File: src/rtl/boot_loader_pkg.sv
// boot_pkg: shared loader state encoding and datapath widths.
package boot_pkg;
   localparam int BYTE_W = 8;
   localparam int WORD_W = 32;
   localparam int LEN_BYTES = 2;
   typedef enum logic [2:0] {LEN_LO, LEN_HI, DATA, WRITE, CHECK, DONE, ERROR} boot_state_t;
endpackage

File: src/rtl/boot_loader_if.sv
// boot_loader_if: upstream byte stream plus instruction-memory write port.
interface boot_loader_if;
   import boot_pkg::*;
   logic              byte_valid;
   logic [BYTE_W-1:0] byte_data;
   logic              byte_ready;
   logic              imem_we;
   logic [WORD_W-1:0] imem_addr;
   logic [WORD_W-1:0] imem_wdata;
   modport master (output byte_valid, byte_data, input byte_ready, imem_we, imem_addr, imem_wdata);
   modport slave  (input byte_valid, byte_data, output byte_ready, imem_we, imem_addr, imem_wdata);
endinterface

File: src/rtl/boot_loader_packer.sv
// word_packer: shifts accepted bytes into a little-endian word, flags the 4th byte.
module word_packer
   import boot_pkg::*;
(
   input  logic              clk,
   input  logic              reset,
   input  logic              en,
   input  logic [BYTE_W-1:0] din,
   output logic [WORD_W-1:0] word,
   output logic              word_full
);
   logic [1:0] cnt;
   assign word_full = en && cnt == 2'd3;
   always_ff @(posedge clk)
      if (reset) begin
         cnt  <= '0;
         word <= '0;
      end else if (en) begin
         cnt  <= cnt + 2'd1;
         word <= {din, word[WORD_W-1:BYTE_W]};
      end
endmodule

File: src/rtl/boot_loader.sv
// boot_loader: parses a length-prefixed byte stream into imem writes, verifies an
// XOR checksum, and releases the core from reset only on a clean load.
module boot_loader
   import boot_pkg::*;
#(
   parameter int          MEM_WORDS = 256,
   parameter logic [31:0] BASE_ADDR = 32'h0000_0000
) (
   input  logic clk,
   input  logic reset,
   boot_loader_if.slave bus,
   output logic core_resetn,
   output logic done,
   output logic error
);
   boot_state_t       state, nxt;
   logic [15:0]       n_words, word_idx, n_cand;
   logic [BYTE_W-1:0] len_lo, csum;
   logic [WORD_W-1:0] pk_word;
   logic              xfer, full, we_q;
   assign bus.byte_ready = state inside {LEN_LO, LEN_HI, DATA, CHECK};
   assign xfer = bus.byte_valid && bus.byte_ready;
   assign n_cand = {bus.byte_data, len_lo};
   // a reset landing on the WRITE cycle must not let the strobe reach memory
   assign bus.imem_we = we_q && !reset;
   word_packer u_pack (
      .clk       (clk),
      .reset     (reset),
      .en        (xfer && state == DATA),
      .din       (bus.byte_data),
      .word      (pk_word),
      .word_full (full)
   );
   always_comb begin
      nxt = state;
      case (state)
         LEN_LO:  nxt = xfer ? LEN_HI : LEN_LO;
         LEN_HI:  nxt = !xfer ? LEN_HI : ({1'b0, n_cand} > 17'(MEM_WORDS)) ? ERROR : (n_cand == '0) ? CHECK : DATA;
         DATA:    nxt = full ? WRITE : DATA;
         WRITE:   nxt = (word_idx + 16'd1 == n_words) ? CHECK : DATA;
         CHECK:   nxt = !xfer ? CHECK : (bus.byte_data == csum) ? DONE : ERROR;
         default: nxt = state;
      endcase
   end
   always_ff @(posedge clk)
      if (reset) begin
         state          <= LEN_LO;
         n_words        <= '0;
         word_idx       <= '0;
         len_lo         <= '0;
         csum           <= '0;
         we_q           <= 1'b0;
         bus.imem_addr  <= BASE_ADDR;
         bus.imem_wdata <= '0;
         core_resetn    <= 1'b0;
         done           <= 1'b0;
         error          <= 1'b0;
      end else begin
         state <= nxt;
         we_q  <= full;
         if (state == LEN_LO && xfer) len_lo <= bus.byte_data;
         if (state == LEN_HI && xfer) n_words <= n_cand;
         if (state == DATA && xfer) csum <= csum ^ bus.byte_data;
         if (full) begin
            bus.imem_addr  <= BASE_ADDR + {14'd0, word_idx, 2'b00};
            bus.imem_wdata <= {bus.byte_data, pk_word[WORD_W-1:BYTE_W]};
         end
         if (state == WRITE) word_idx <= word_idx + 16'd1;
         core_resetn <= nxt == DONE;
         done        <= nxt == DONE;
         error       <= nxt == ERROR;
      end
endmodule

File: src/flat_wrapper.sv
// flat-port wrapper written by rule: the top's interface ports become plain ports
module boot_loader_flat import boot_pkg::*;
#(
   parameter int          MEM_WORDS = 256,
   parameter logic [31:0] BASE_ADDR = 32'h0000_0000
)
  (clk, reset, core_resetn, done, error, bus_byte_valid, bus_byte_data, bus_byte_ready, bus_imem_we, bus_imem_addr, bus_imem_wdata);
  boot_loader_if bus_i ();
  input  logic clk;
  input  logic reset;
  output logic core_resetn;
  output logic done;
  output logic error;
  input wire logic [$bits(bus_i.byte_valid)-1:0] bus_byte_valid;
  input wire logic [$bits(bus_i.byte_data)-1:0] bus_byte_data;
  output wire logic [$bits(bus_i.byte_ready)-1:0] bus_byte_ready;
  output wire logic [$bits(bus_i.imem_we)-1:0] bus_imem_we;
  output wire logic [$bits(bus_i.imem_addr)-1:0] bus_imem_addr;
  output wire logic [$bits(bus_i.imem_wdata)-1:0] bus_imem_wdata;
  assign bus_i.byte_valid = bus_byte_valid;
  assign bus_i.byte_data = bus_byte_data;
  assign bus_byte_ready = bus_i.byte_ready;
  assign bus_imem_we = bus_i.imem_we;
  assign bus_imem_addr = bus_i.imem_addr;
  assign bus_imem_wdata = bus_i.imem_wdata;
  boot_loader #(.MEM_WORDS(MEM_WORDS), .BASE_ADDR(BASE_ADDR)) u_core (.clk(clk), .reset(reset), .bus(bus_i), .core_resetn(core_resetn), .done(done), .error(error));
endmodule
File: config.mk
export PLATFORM = sky130hd
export DESIGN_NAME = boot_loader_flat
export DESIGN_NICKNAME = d
export VERILOG_FILES = /design/src/rtl/boot_loader_pkg.sv /design/src/rtl/boot_loader_if.sv /design/src/rtl/boot_loader_packer.sv /design/src/rtl/boot_loader.sv /design/src/flat_wrapper.sv
export SDC_FILE = /design/constraint.sdc
export NUM_CORES = 1
export LEC_CHECK = 0
export CORE_MARGIN = 5
export CORE_UTILIZATION = 60
export CTS_CLUSTER_SIZE = 30
export DETAILED_ROUTE_END_ITERATION = 16
export DONT_BUFFER_PORTS = 1
export HOLD_SLACK_MARGIN = 0.1
export PLACE_DENSITY_LB_ADDON = 0.08
export SLEW_MARGIN = 20
export SYNTH_ARGS = -nofsm -noshare
export SYNTH_HDL_FRONTEND = slang
export SYNTH_SLANG_ARGS = --single-unit
File: constraint.sdc
create_clock -name clk -period 2.5 [get_ports clk]
set_clock_uncertainty 0.15 [all_clocks]
set_input_delay 0.5 -clock clk [delete_from_list [all_inputs] [get_ports clk]]
set_output_delay 0.5 -clock clk [all_outputs]
set_load 0.01 [all_outputs]
==> flow_summary.yaml <==
die:
  die-area_um2: 11200
  core-area_um2: 9060
  dieWidth_um: 106
  num_rows: 35
  die_h_um: 106
  pin_count: 80
  start_util: 0.606
finish:
  fin_nets: 724
  multi_input_area_um2: 2590
  areaGrowthSynthToFinish_pct: 16.8
  final_common_cell: "nand2_1"
  num_antenna_cells: 0
  final_area_um2: 6420
  final_cell_mix: "nand2_1, dfxtp_1, a21oi_1"
  fill_cells: 746
  post-route-util: 0.708
  fin_cells: 834
  drive_gt1_frac: 0.0954
  regArea_um2: 2570
placement:
  place_inst: 769
  port_buffers: 0
  routabilityCongestion: 0.867
  place_area_um2: 5440
  hpwl_um: 8230
clocking:
  cts_tree: "built"
  cts_setup_buffers: 0
  cts_buffer_depth: 2
  cts_root_buffer: "clkbuf_8"
  cts_made_buffers: 17
  clock_sinks: 128
  clk_pin_slew_ns: 0.06
  htreeDepth: 4
  clk_latency_ns: 0.51
synth:
  yosys.area.top_type: "dfxtp_1"
  synth.area.top_cells: "dfxtp_1, nand2_1, a21oi_1"
  ys_types: 51
  syn_inst: 689
  yosys_warnings: 0
  synth_top_area_frac: 0.466
  synth-async-reset-ratio: 0
  synthFlopType: "dfxtp_1"
  synth_area_per_cell_um2: 7.98
  seq_area_frac_synth: 0.466
  synth_seq_cells: 128
  synth_area_um2: 5500
  synth-edff-count: 0
critical_path:
  crit_type: "reg -> reg"
  ff2ff_path_depth: 5
  cp_cell_sequence: "nand2_1 -> or2_2 -> or3_1 -> a21oi_1 -> dlygate4sd3_1"
  cp-startpoint: "u_core.state[1]"
  endpoint: "u_core.word_idx[4]"
  path_max_fanout: 14
  path_delay_family: "simple AND/OR/NAND/NOR gates"
  timing.rr.end: "u_core.word_idx[4]"
  worst_setup_path_start_kind: "flip-flop"
  cp_data_arrival_time_ns: 2.72
  path_depth: 5
  cp_slowest_cell: "dfxtp_1"
  cpPeakStageDelay_ns: 0.59
  required_ns: 2.81
  crit_buf_inv: 1
  cp-end-kind: "flip-flop"
  rrSetupSlack_ns: 0.09
  r2r_start: "u_core.state[1]"
timing:
  finalSetupViolCount: 0
  post-route-min-period_ns: 2.41
  report.final.slew_viol_count: 0
  tightest_slew_ns: 0.715
  hold_viol: 0
  tns_ns: 0
  hold_ws_ns: 0.179
  fin_crit_sh: 0.963
  max_freq_mhz: 415
  relSlewSlack: 0.519
  rsz0062_at_grt: "false"
route:
  via_per_inst: 5.54
  drcViolationCount: 0
  initialDrtViolationCount: 349
  wl_per_cell_um: 15.9
  drtPass1Iterations: 5
  route.vias.total: 4623
  ant_nets: 0
  drt_wl_total_um: 13300
global_routing:
  met3_usage: 0.0637
  grt_busiest_layer: "met2"
  grt_max_degree: 104
  grt_pass1_wl_um: 21200
  antenna_found_initial: 0
  grt_use_total: 0.235
  use_met2: 0.368
  met1_usage: 0.312
  grt_pass1_vias: 4311
  gr-total-overflow: 0
power:
  powerDensity_nw_per_um2: 812
  irDropWorstVdd_v: 0.000613
  power_leakage_nw: 2.35
worst_hold_path:
  hp-class: "in -> reg"
flow_run:
  maxCapViolations: 0
run_status:
  status: "finished, final reports clean"
==> area by class of cell <==
cell class	count	area share
flip-flops and latches	128	0.400
repair buffers	52	0.0809
multi-input cells	507	0.404
clock inverters	13	0.0238
inverters	4	0.00234
well taps	111	0.0216
clock buffers	19	0.0672
==> worst register-to-register path, cell delays in order, from the launching register on <==
cell           delay [ns]
dfxtp_1              0.59
nand2_1              0.14
or2_2                0.40
or3_1                0.38
a21oi_1              0.15
dlygate4sd3_1        0.55
==> logic make-up (layout without fill, tap and decap cells) <==
logic type	Yosys count	in the layout	synth area share
AND/OR/NAND/NOR	310	310	0.244
AO/OA/AOI/OAI	131	131	0.129
flip-flops	128	128	0.466
buffers and inverters	69	88	0.0778
XOR/XNOR	47	47	0.0749
adder cells (fa/ha/maj)	3	3	0.00683
other	1	16	0.000682
==> worst min-delay path by stage <==
stage	startpoint	to	slack, ns	depth (start not counted)
floorplan	u_core.u_pack.word[8]	u_core.bus.imem_wdata[0]	0.28	2
global placement	u_core.u_pack.word[15]	u_core.bus.imem_wdata[7]	0.29	2
detailed placement	u_core.u_pack.word[8]	u_core.bus.imem_wdata[0]	0.29	2
CTS	reset	u_core.state[1]	0.17	2
global route	reset	u_core.state[1]	0.18	2
finish	reset	u_core.state[1]	0.18	2
==> layer usage <==
layer | part of all wire | vias up | wire length, µm
met5 | 0 | - | 0
met4 | 0.017 | 0 | 229
met3 | 0.065 | 24 | 863
met2 | 0.47 | 170 | 6220
met1 | 0.45 | 2131 | 5990
li1 | - | 2298 | -
==> cell usage after synthesis, types with 2 or more instances <==
| cell | number |
|---|---|
| nand2_1 | 212 |
| dfxtp_1 | 128 |
| a21oi_1 | 107 |
| nor2_1 | 34 |
| clkbuf_1 | 29 |
| xor2_1 | 29 |
| xnor2_1 | 18 |
| buf_4 | 17 |
| nor4_1 | 9 |
| buf_6 | 8 |
| nand3_1 | 8 |
| nor3_1 | 8 |
| or3_1 | 8 |
| o21ai_0 | 7 |
| nand4_1 | 6 |
| and4_1 | 4 |
| buf_2 | 4 |
| clkbuf_8 | 4 |
| inv_1 | 4 |
| and3_1 | 3 |
| buf_1 | 3 |
| ha_1 | 3 |
| nand2b_1 | 3 |
| or4_1 | 3 |
| a31oi_1 | 2 |
| and2_1 | 2 |
| o221ai_1 | 2 |
==> metrics by stage <==
step           worst slack (ns)  total power, W
2_1_floorplan             0.220         0.00266
3_3_place_gp             0.0971         0.00269
3_5_place_dp             0.0200         0.00270
4_1_cts                 0.00189         0.00520
5_1_grt                 0.00378         0.00540
6_report                 0.0920         0.00521
==> registers in the layout, summed over array words and instances, names as in the netlist <==
register and cells:
u_core.bus.imem_wdata 32, u_core.u_pack.word 24, u_core.bus.imem_addr 16, u_core.n_words 16, u_core.word_idx 16, u_core.csum 8
u_core.len_lo 8, u_core.state 3, u_core.u_pack.cnt 2, u_core.core_resetn 1, u_core.error 1, u_core.we_q 1
==> power breakdown <==
group	switching, W	internal, W	leakage [nW]	total, W
clock network	0.000940	0.00147	0.287	0.00241
registers	0.000109	0.00214	1.04	0.00224
logic	0.000326	0.000234	1.03	0.000559
==> repair_timing <==
| item | 4_1_cts | 5_1_grt |
|---|---|---|
| resized for setup | 0 | 14 |
| endpoints found under the setup margin | 0 | 9 |
| hold buffers | 33 | 0 |
| endpoints found under the hold margin | 127 | 0 |
(Power assumes the default switching activity.)
